<file path="config.mk">
export PLATFORM = sky130hd
export DESIGN_NAME = mul_seq_signed
export DESIGN_NICKNAME = d
export VERILOG_FILES = /design/src/rtl/mul_seq_signed_pkg.sv /design/src/rtl/mul_simple.sv /design/src/rtl/mul_seq_signed.sv
export SDC_FILE = /design/constraint.sdc
export NUM_CORES = 1
export LEC_CHECK = 0
export ABC_AREA = 0
export ABC_CLOCK_PERIOD_IN_PS = 11890
export BUFFER_PORTS_ARGS = -buffer_cell sky130_fd_sc_hd__buf_2
export CAP_MARGIN = 20
export CORE_AREA = 2 2 303 305
export CTS_BUF_LIST = sky130_fd_sc_hd__clkbuf_8
export CTS_CLUSTER_DIAMETER = 80
export DETAILED_ROUTE_END_ITERATION = 7
export DIE_AREA = 0 0 305 307
export GPL_ROUTABILITY_DRIVEN = 0
export SYNTH_ARGS = -nofsm -noshare
export SYNTH_HDL_FRONTEND = slang
export SYNTH_SLANG_ARGS = --single-unit
export TNS_END_PERCENT = 1
</file>
<file path="constraint.sdc">
create_clock -name clk -period 11.89 [get_ports clk]
set_input_delay 2.378 -clock clk [delete_from_list [all_inputs] [get_ports clk]]
set_output_delay 2.378 -clock clk [all_outputs]
set_load 0.05 [all_outputs]
</file>
<file path="src/rtl/mul_seq_signed_pkg.sv">
// Shared types and elaboration-time helpers for the signed sequential multiplier.
// The FSM state enum is the debug view of the controller (visible as mul_seq_signed.state).
package mul_seq_signed_pkg;

  typedef enum logic [1:0] {
    ST_IDLE = 2'd0,
    ST_CALC = 2'd1,
    ST_FIX  = 2'd2
  } state_t;

  function automatic int ceil_div(input int n, input int d);
    return (n + d - 1) / d;
  endfunction

  // Width of a counter indexing n items, never narrower than one bit.
  function automatic int idx_width(input int n);
    return (n > 1) ? $clog2(n) : 1;
  endfunction

endpackage

</file>
<file path="src/rtl/mul_simple.sv">
// Unsigned combinational multiplier used for one partial product per step.
module mul_simple #(
  parameter int A_WIDTH = 32,
  parameter int B_WIDTH = 8,
  parameter int P_WIDTH = 64
) (
  input  logic [A_WIDTH-1:0] a,
  input  logic [B_WIDTH-1:0] b,
  output logic [P_WIDTH-1:0] p
);

  assign p = P_WIDTH'(a) * P_WIDTH'(b);

endmodule

</file>
<file path="src/rtl/mul_seq_signed.sv">
// Iterative signed/unsigned multiplier: one operand-2 slice per cycle,
// optional early exit, and a one-entry result buffer on the rd_* side.
//
// Handshakes: an operation is accepted at an edge where wr_en & wr_ready;
// a result is popped at an edge where rd_en & rd_ready, and rd_val is high
// for exactly the following cycle. Requests while the ready is low are ignored.
module mul_seq_signed
  import mul_seq_signed_pkg::*;
#(
  parameter int DATA_WIDTH      = 32,
  parameter int PART_DATA_WIDTH = 8,
  parameter int EARLY_OUT       = 1
) (
  input  logic                      clk,
  input  logic                      reset,
  input  logic                      wr_en,
  output logic                      wr_ready,
  input  logic [DATA_WIDTH-1:0]     wr_data_1,
  input  logic [DATA_WIDTH-1:0]     wr_data_2,
  input  logic                      wr_signed_1,
  input  logic                      wr_signed_2,
  input  logic                      rd_en,
  output logic                      rd_ready,
  output logic [2*DATA_WIDTH-1:0]   rd_data,
  output logic                      rd_val
);

  localparam int RES_WIDTH  = 2 * DATA_WIDTH;
  localparam int STEP_COUNT = ceil_div(DATA_WIDTH, PART_DATA_WIDTH);
  localparam int EXT_WIDTH  = STEP_COUNT * PART_DATA_WIDTH;
  localparam int STEP_W     = idx_width(STEP_COUNT);

  state_t                 state, state_next;
  logic [DATA_WIDTH-1:0]  mag1;
  logic [EXT_WIDTH-1:0]   mag2;
  logic                   neg;
  logic [RES_WIDTH-1:0]   acc;
  logic [STEP_W-1:0]      step;
  logic                   buf_full;
  logic [RES_WIDTH-1:0]   buf_data;
  logic                   rd_val_q;

  logic                   neg1, neg2;
  logic [DATA_WIDTH-1:0]  abs1, abs2;
  logic                   accept, pop, fix_write;
  logic                   last_step, rem_zero, calc_done;
  logic [PART_DATA_WIDTH-1:0] part;
  logic [RES_WIDTH-1:0]   pp, pp_shifted;

  // Most-negative input has magnitude 2^(DATA_WIDTH-1), which still fits unsigned.
  assign neg1 = wr_signed_1 & wr_data_1[DATA_WIDTH-1];
  assign neg2 = wr_signed_2 & wr_data_2[DATA_WIDTH-1];
  assign abs1 = neg1 ? -wr_data_1 : wr_data_1;
  assign abs2 = neg2 ? -wr_data_2 : wr_data_2;

  assign accept    = wr_en & (state == ST_IDLE);
  assign pop       = rd_en & buf_full;
  assign fix_write = (state == ST_FIX) & (~buf_full | pop);

  always_comb begin
    part = '0;
    for (int i = 0; i < STEP_COUNT; i++) begin
      if (step == STEP_W'(i)) part = mag2[i*PART_DATA_WIDTH +: PART_DATA_WIDTH];
    end
  end

  mul_simple #(
    .A_WIDTH (DATA_WIDTH),
    .B_WIDTH (PART_DATA_WIDTH),
    .P_WIDTH (RES_WIDTH)
  ) u_mul (
    .a (mag1),
    .b (part),
    .p (pp)
  );

  // Constant shifts selected by step; no run-time multiply of the step index.
  always_comb begin
    pp_shifted = '0;
    rem_zero   = 1'b1;
    for (int i = 0; i < STEP_COUNT; i++) begin
      if (step == STEP_W'(i)) begin
        pp_shifted = pp << (i * PART_DATA_WIDTH);
        if (i < STEP_COUNT - 1) rem_zero = ((mag2 >> ((i + 1) * PART_DATA_WIDTH)) == '0);
      end
    end
  end

  assign last_step = (step == STEP_W'(STEP_COUNT - 1));
  assign calc_done = last_step | ((EARLY_OUT != 0) & rem_zero);

  always_comb begin
    state_next = state;
    case (state)
      ST_IDLE: if (wr_en)     state_next = ST_CALC;
      ST_CALC: if (calc_done) state_next = ST_FIX;
      ST_FIX:  if (fix_write) state_next = ST_IDLE;
      default:                state_next = ST_IDLE;
    endcase
  end

  always_ff @(posedge clk) begin
    if (!reset) state <= ST_IDLE;
    else        state <= state_next;
  end

  always_ff @(posedge clk) begin
    if (!reset) begin
      mag1     <= '0;
      mag2     <= '0;
      neg      <= 1'b0;
      acc      <= '0;
      step     <= '0;
      buf_full <= 1'b0;
      buf_data <= '0;
      rd_val_q <= 1'b0;
    end else begin
      rd_val_q <= pop;
      if (accept) begin
        mag1 <= abs1;
        mag2 <= EXT_WIDTH'(abs2);
        neg  <= neg1 ^ neg2;
        acc  <= '0;
        step <= '0;
      end else if (state == ST_CALC) begin
        acc  <= acc + pp_shifted;
        step <= step + 1'b1;
      end
      // A pop and a fresh result on the same edge leave the buffer full.
      if (fix_write) begin
        buf_full <= 1'b1;
        buf_data <= neg ? -acc : acc;
      end else if (pop) begin
        buf_full <= 1'b0;
      end
    end
  end

  assign wr_ready = (state == ST_IDLE);
  assign rd_ready = buf_full;
  assign rd_data  = buf_data;
  assign rd_val   = rd_val_q;

endmodule

</file>
; ---- Yosys cells after proc, flatten, opt, wreduce, memory -nomap -nowiden
; Index checks and enable logic that the tools add are counted.
[op_classes]
n_mux = 20
n_eq_ne = 8
bitwise = 10
mul = 1
add_sub_neg = 5
reduce_logical = 8
[ops]
columns = operator, n
row1 = $mux W64, 3
row2 = $logic_not A32 Y1, 3
row3 = $add A64 B64 Y64, 1
row4 = $mux W32, 2
row5 = $neg A32 Y32, 2
row6 = $neg A64 Y64, 1
row7 = $mux W48, 1
row8 = $mul A32 B8 Y40, 1
row9 = $mux W40, 1
row10 = $mux W8, 4
row11 = $eq A2 B2 Y1 const B, 3
row12 = $mux W2, 3
row13 = $ne A2 B2 Y1 const B, 3
row14 = $pmux W2 S3, 1
row15 = $and A1 B1 Y1, 5
row16 = $mux W1, 5
row17 = $eq A2 B1 Y1 const B, 2
row18 = $logic_not A2 Y1, 2
row19 = $reduce_and A3 Y1, 1
row20 = $add A2 B1 Y2 const B, 1
row21 = $not A1 Y1, 2
row22 = $or A1 B1 Y1, 2
row23 = $reduce_bool A2 Y1, 1
row24 = $reduce_or A2 Y1, 1
row25 = $xor A1 B1 Y1, 1
[word_totals]
out_inout_bits = 67
ff_bits = 199

; ---- Longest topological paths before layout
[logic_depth]
word_depth = 11
ltp_mapped = 43
depth_no_buf = 39

; ---- By module
; From an unflattened synthesis, not the netlist that was laid out.
[unflattened]
hier_cells = 3081
hier_area_um2 = 23592.6
[modules_own_cells]
columns = module, seq_area_each_um2, area_per_inst_um2, n_inst, cells_each
row1 = mul_seq_signed, 3983.8, 15038.2, 1, 2075
row2 = mul_simple, 0.0, 8554.5, 1, 1006

; ---- Worst setup path before layout
; No wires, ideal clock.
[synth_path]
path_kind = register to register
start = reg step[0]
end = reg acc[63]
path_slack_ns = 2.670
path_buffers = 5
arrival_ns = 9.149
stages_incl_launch_ff = 39
period_less_slack_ns = 9.220
required_time_ns = 11.820
cell_sequence = dfxtp_1 inv_1 ha_1 clkbuf_1 nor2_1 clkbuf_1 a21oi_1 clkbuf_1 and2_1 fa_1 fa_1 fa_1 inv_1 fa_1 inv_1 ha_1 clkbuf_1 a211oi_1 (+3 left out) o31ai_1 a221oi_1 xnor2_1 a22oi_1 nor2_1 a221o_1 ha_1 clkbuf_1 nand2_1 nor3_1 and3_1 nand2_1 o31a_1 o41ai_1 a41o_1 nor4_1 or3_1 a21oi_1
[synth_via]
elab_chain_cells = 11
elab_cells_between_ends = 14
[synth_lines]
columns = element, line
row1 = "start, declared", mul_seq_signed.sv:38  ; logic [STEP_W-1:0] step;
row2 = "start signal, assigned", mul_seq_signed.sv:127  ; step <= step + 1'b1;
row3 = $logic_not A2 Y1, "mul_seq_signed.sv:63, mul_seq_signed.sv:82"
row4 = $mux W8 (4 in a row), mul_seq_signed.sv:63  ; if (step == STEP_W'(i)) part = mag2[i*PART_DATA_WIDTH +: PART_DATA_WIDTH];
row5 = $mul A32 B8 Y40, mul_simple.sv:12  ; assign p = P_WIDTH'(a) * P_WIDTH'(b);
row6 = $mux W40, mul_seq_signed.sv:82  ; if (step == STEP_W'(i)) begin
row7 = $mux W48, mul_seq_signed.sv:82
row8 = $mux W64, mul_seq_signed.sv:82
row9 = $mux W64 (*), mul_seq_signed.sv:82
row10 = $add A64 B64 Y64 (*), mul_seq_signed.sv:126  ; acc <= acc + pp_shifted;
row11 = "end signal, assigned", mul_seq_signed.sv:126
row12 = "end, declared", mul_seq_signed.sv:37  ; logic [RES_WIDTH-1:0] acc;
; Mark *: on every way between the ends. The rest lies on a longest branch, timed or not.
; A chain may end at the register's enable or synchronous reset.

; ---- Final worst setup path
[layout_path]
start = reg step[0]
end = reg acc[60]
; Same word-level chain as after synthesis.

==> flow_summary.json <==
{
  "drtIter0Drc": 1837,
  "required_ns": 12.38,
  "p_leak_nw": 12.1,
  "p_seq_share_pct": 30.0,
  "wl_microns": 67300,
  "cts_hold_buf": 0,
  "antenna_found_initial": 7,
  "clkLatencyLatePin_ns": 0.61,
  "holdCritPathClass": "reg2reg",
  "slowest_stage": "o41ai_1",
  "grt_pass1_vias": 19540,
  "yosys-top-cells-area": "dfxtp_1 18%, fa_1 16%, ha_1 7.3%",
  "run_status": "complete, no violations",
  "pre_cts_ws_ns": 1.74,
  "io_pins": 137,
  "p_clk_share_pct": 19.0,
  "endpoint_kind": "register",
  "synth_area_sq_um": 22400,
  "dieArea_sq_um": 93600,
  "overflow": 0,
  "final_util_pct": 27.2,
  "h-tree-depth": 4,
  "switchingPower_mw": 1.28,
  "die_w_microns": 305,
  "hold_viol_final": 0,
  "maxCapViolations": 0,
  "wl_per_cell_microns": 16.6,
  "worst_ep_arrival_time_ns": 10.85,
  "cts_root_buf": "clkbuf_8",
  "initial_utilization_pct": 24.7,
  "power_density_nw_per_um2": 107,
  "async_reset_ff_share_pct": 0,
  "p_comb_share_pct": 51.0,
  "cts_tree": "done",
  "worst_slew_pin_slew_ns": 0.971,
  "min_period_over_period_pct": 87.1,
  "ant_nets": 0,
  "drcViolationCount": 0,
  "drt-pass1-iter-count": 6,
  "io_buffers": 136,
  "grt_pass1_wl_microns": 110000,
  "routed_via_density": 4.92,
  "netlist_instances": 2835,
  "clock_skew_ns": 0.0473,
  "yosys-top-cells-count": "424 x nand2_1, 229 x and2_1, 220 x inv_1, 202 x a21oi_1, 199 x dfxtp_1",
  "cp_max_fo": 16,
  "clkTransAtPathRegs_ns": 0.14,
  "tns_ns": 0,
  "cts_resized": 0,
  "cts_sinks": 199,
  "synth_edf_count": 0,
  "cts_made_buffers": 17,
  "crit_type": "reg2reg",
  "switching_share_pct": 48.7,
  "slowest_delay_ns": 0.89,
  "drive_above_1_share_pct": 7.79,
  "grt_max_degree": 101,
  "yosysMostFrequentCell": "nand2_1",
  "hold_ws_ns": 0.472,
  "fin_nets": 3230,
  "cp-start-kind": "register",
  "ys_seq_elements": 199,
  "rsz0062_at_grt": "false",
  "synth_cell_type_count": 68,
  "final_max_slew_viol_count": 0,
  "die_height_microns": 307,
  "coreArea_sq_um": 90700,
  "irDropWorstVdd_mv": 0.0971,
  "ys_warn_count": 0,
  "postLayoutSetupSlackWorst_ns": 1.54,
  "finalNonFillerCells": 4056,
  "rows": 111,
  "min_period_ns": 10.35,
  "cp_common_cell": "inv_1",
  "post_cts_buffers": 0,
  "placed_cells": 4016,
  "relSlewSlack_pct": 35.3,
  "syn_nets": 3216,
  "clk_path_buf_depth": 2,
  "avgSynthCellArea_sq_um": 7.89,
  "syn2layout_area_growth_pct": 10.1,
  "setup_viol": 0,
  "dp_hpwl_microns": 53300,
  "yosysTopAreaCell": "dfxtp_1",
  "grtUsageTotal_pct": 14.5,
  "internal_power_mw": 1.35,
  "yosys.area.top_type_share_pct": 17.8,
  "synthFlopType": "dfxtp_1",
  "vias": 19949,
  "synth_seq_area_share_pct": 17.8,
  "fmax_mhz": 96.6
}
metrics by stage:
step | power [mW] | cell area (sq um)
final | 2.63 | 24600
after global routing | 2.83 | 24600
after CTS | 2.65 | 24600
after detailed placement | 2.14 | 24200
after global placement | 2.13 | 24200
after floorplan | 1.75 | 22400
flip-flops by register name (all words and copies together), names as in the netlist, 2 cells and up:
| signal | cells |
|---|---|
| rd_data | 64 |
| state | 2 |
| acc | 64 |
| mag2 | 32 |
| step | 2 |
| mag1 | 32 |
cell usage in the layout, fill, tap and decap left out, types with 37 or more instances in the layout:
| master | count |
|---|---|
| inv_1 | 220 |
| dfxtp_1 | 198 |
| o211a_1 | 104 |
| a21o_1 | 69 |
| nor2_1 | 103 |
| xor2_1 | 119 |
| o21ai_0 | 142 |
| a21oi_1 | 199 |
| o31ai_1 | 37 |
| buf_2 | 135 |
| and2_1 | 228 |
| nand3_1 | 47 |
| xnor2_1 | 82 |
| nand2_1 | 423 |
| ha_1 | 129 |
| fa_1 | 181 |
cell families (layout without fill, tap and decap cells):
logic type,Yosys count,in the layout,share of synthesized area (%)
buf+inv,390,417,6.55
fa+ha+maj,311,311,23.5
compound gates,736,736,22.4
simple gates,995,995,21.8
flops,199,199,17.8
mux,3,3,0.134
xor+xnor,201,201,7.87
other cells,0,8,0
cell type report:
class                      instances  area [sq um]
fill                            9811         66100
multi-input combinational       2246         17000
sequential                       199          3990
tap                             1186          1480
timing repair buffer             165           901
inverter                         220           826
clock buffer                      17           234
clock inverter                    15           201
antenna                            8          20.0
path summary, 6_finish.rpt:
| check | slack, ns | start | cells past startpoint | endpoint |
|---|---|---|---|---|
| max | 1.54 | step[0]$_SDFFE_PP0N_ | 37 | acc[60]$_SDFFE_PP0N_ |
| min | 0.47 | rd_data[45]$_SDFFE_PN0P_ | 2 | rd_data[45]$_SDFFE_PN0P_ |
| max reg2reg | 1.54 | step[0]$_SDFFE_PP0N_ | 37 | acc[60]$_SDFFE_PP0N_ |
| min reg2reg | 0.47 | rd_data[45]$_SDFFE_PN0P_ | 2 | rd_data[45]$_SDFFE_PN0P_ |
routing by layer:
| layer | part of all wire, % | track usage [%] |
|---|---|---|
| met4 | 1.6 | 3.62 |
| met3 | 4.9 | 2.14 |
| met1 | 47 | 19.7 |
| met5 | 0.045 | 0 |
| met2 | 47 | 24.2 |
worst max-delay path: cells and delay by family, from the launching register on:
kind / cells / cell delay, ns
simple gates: 7 / 1.28
fa+ha+maj: 7 / 2.81
buf+inv: 6 / 0.79
flops: 1 / 0.43
xor+xnor: 1 / 0.46
compound gates: 16 / 4.44
power by group through the flow:
stage	combinational [mW]	sequential [mW]	clock [mW]
2_1_floorplan	0.928	0.820	0
3_3_place_gp	1.33	0.804	0
3_5_place_dp	1.33	0.804	0
4_1_cts	1.34	0.789	0.520
5_1_grt	1.49	0.797	0.540
6_report	1.34	0.789	0.501
Power figures use the tool's default switching activity.
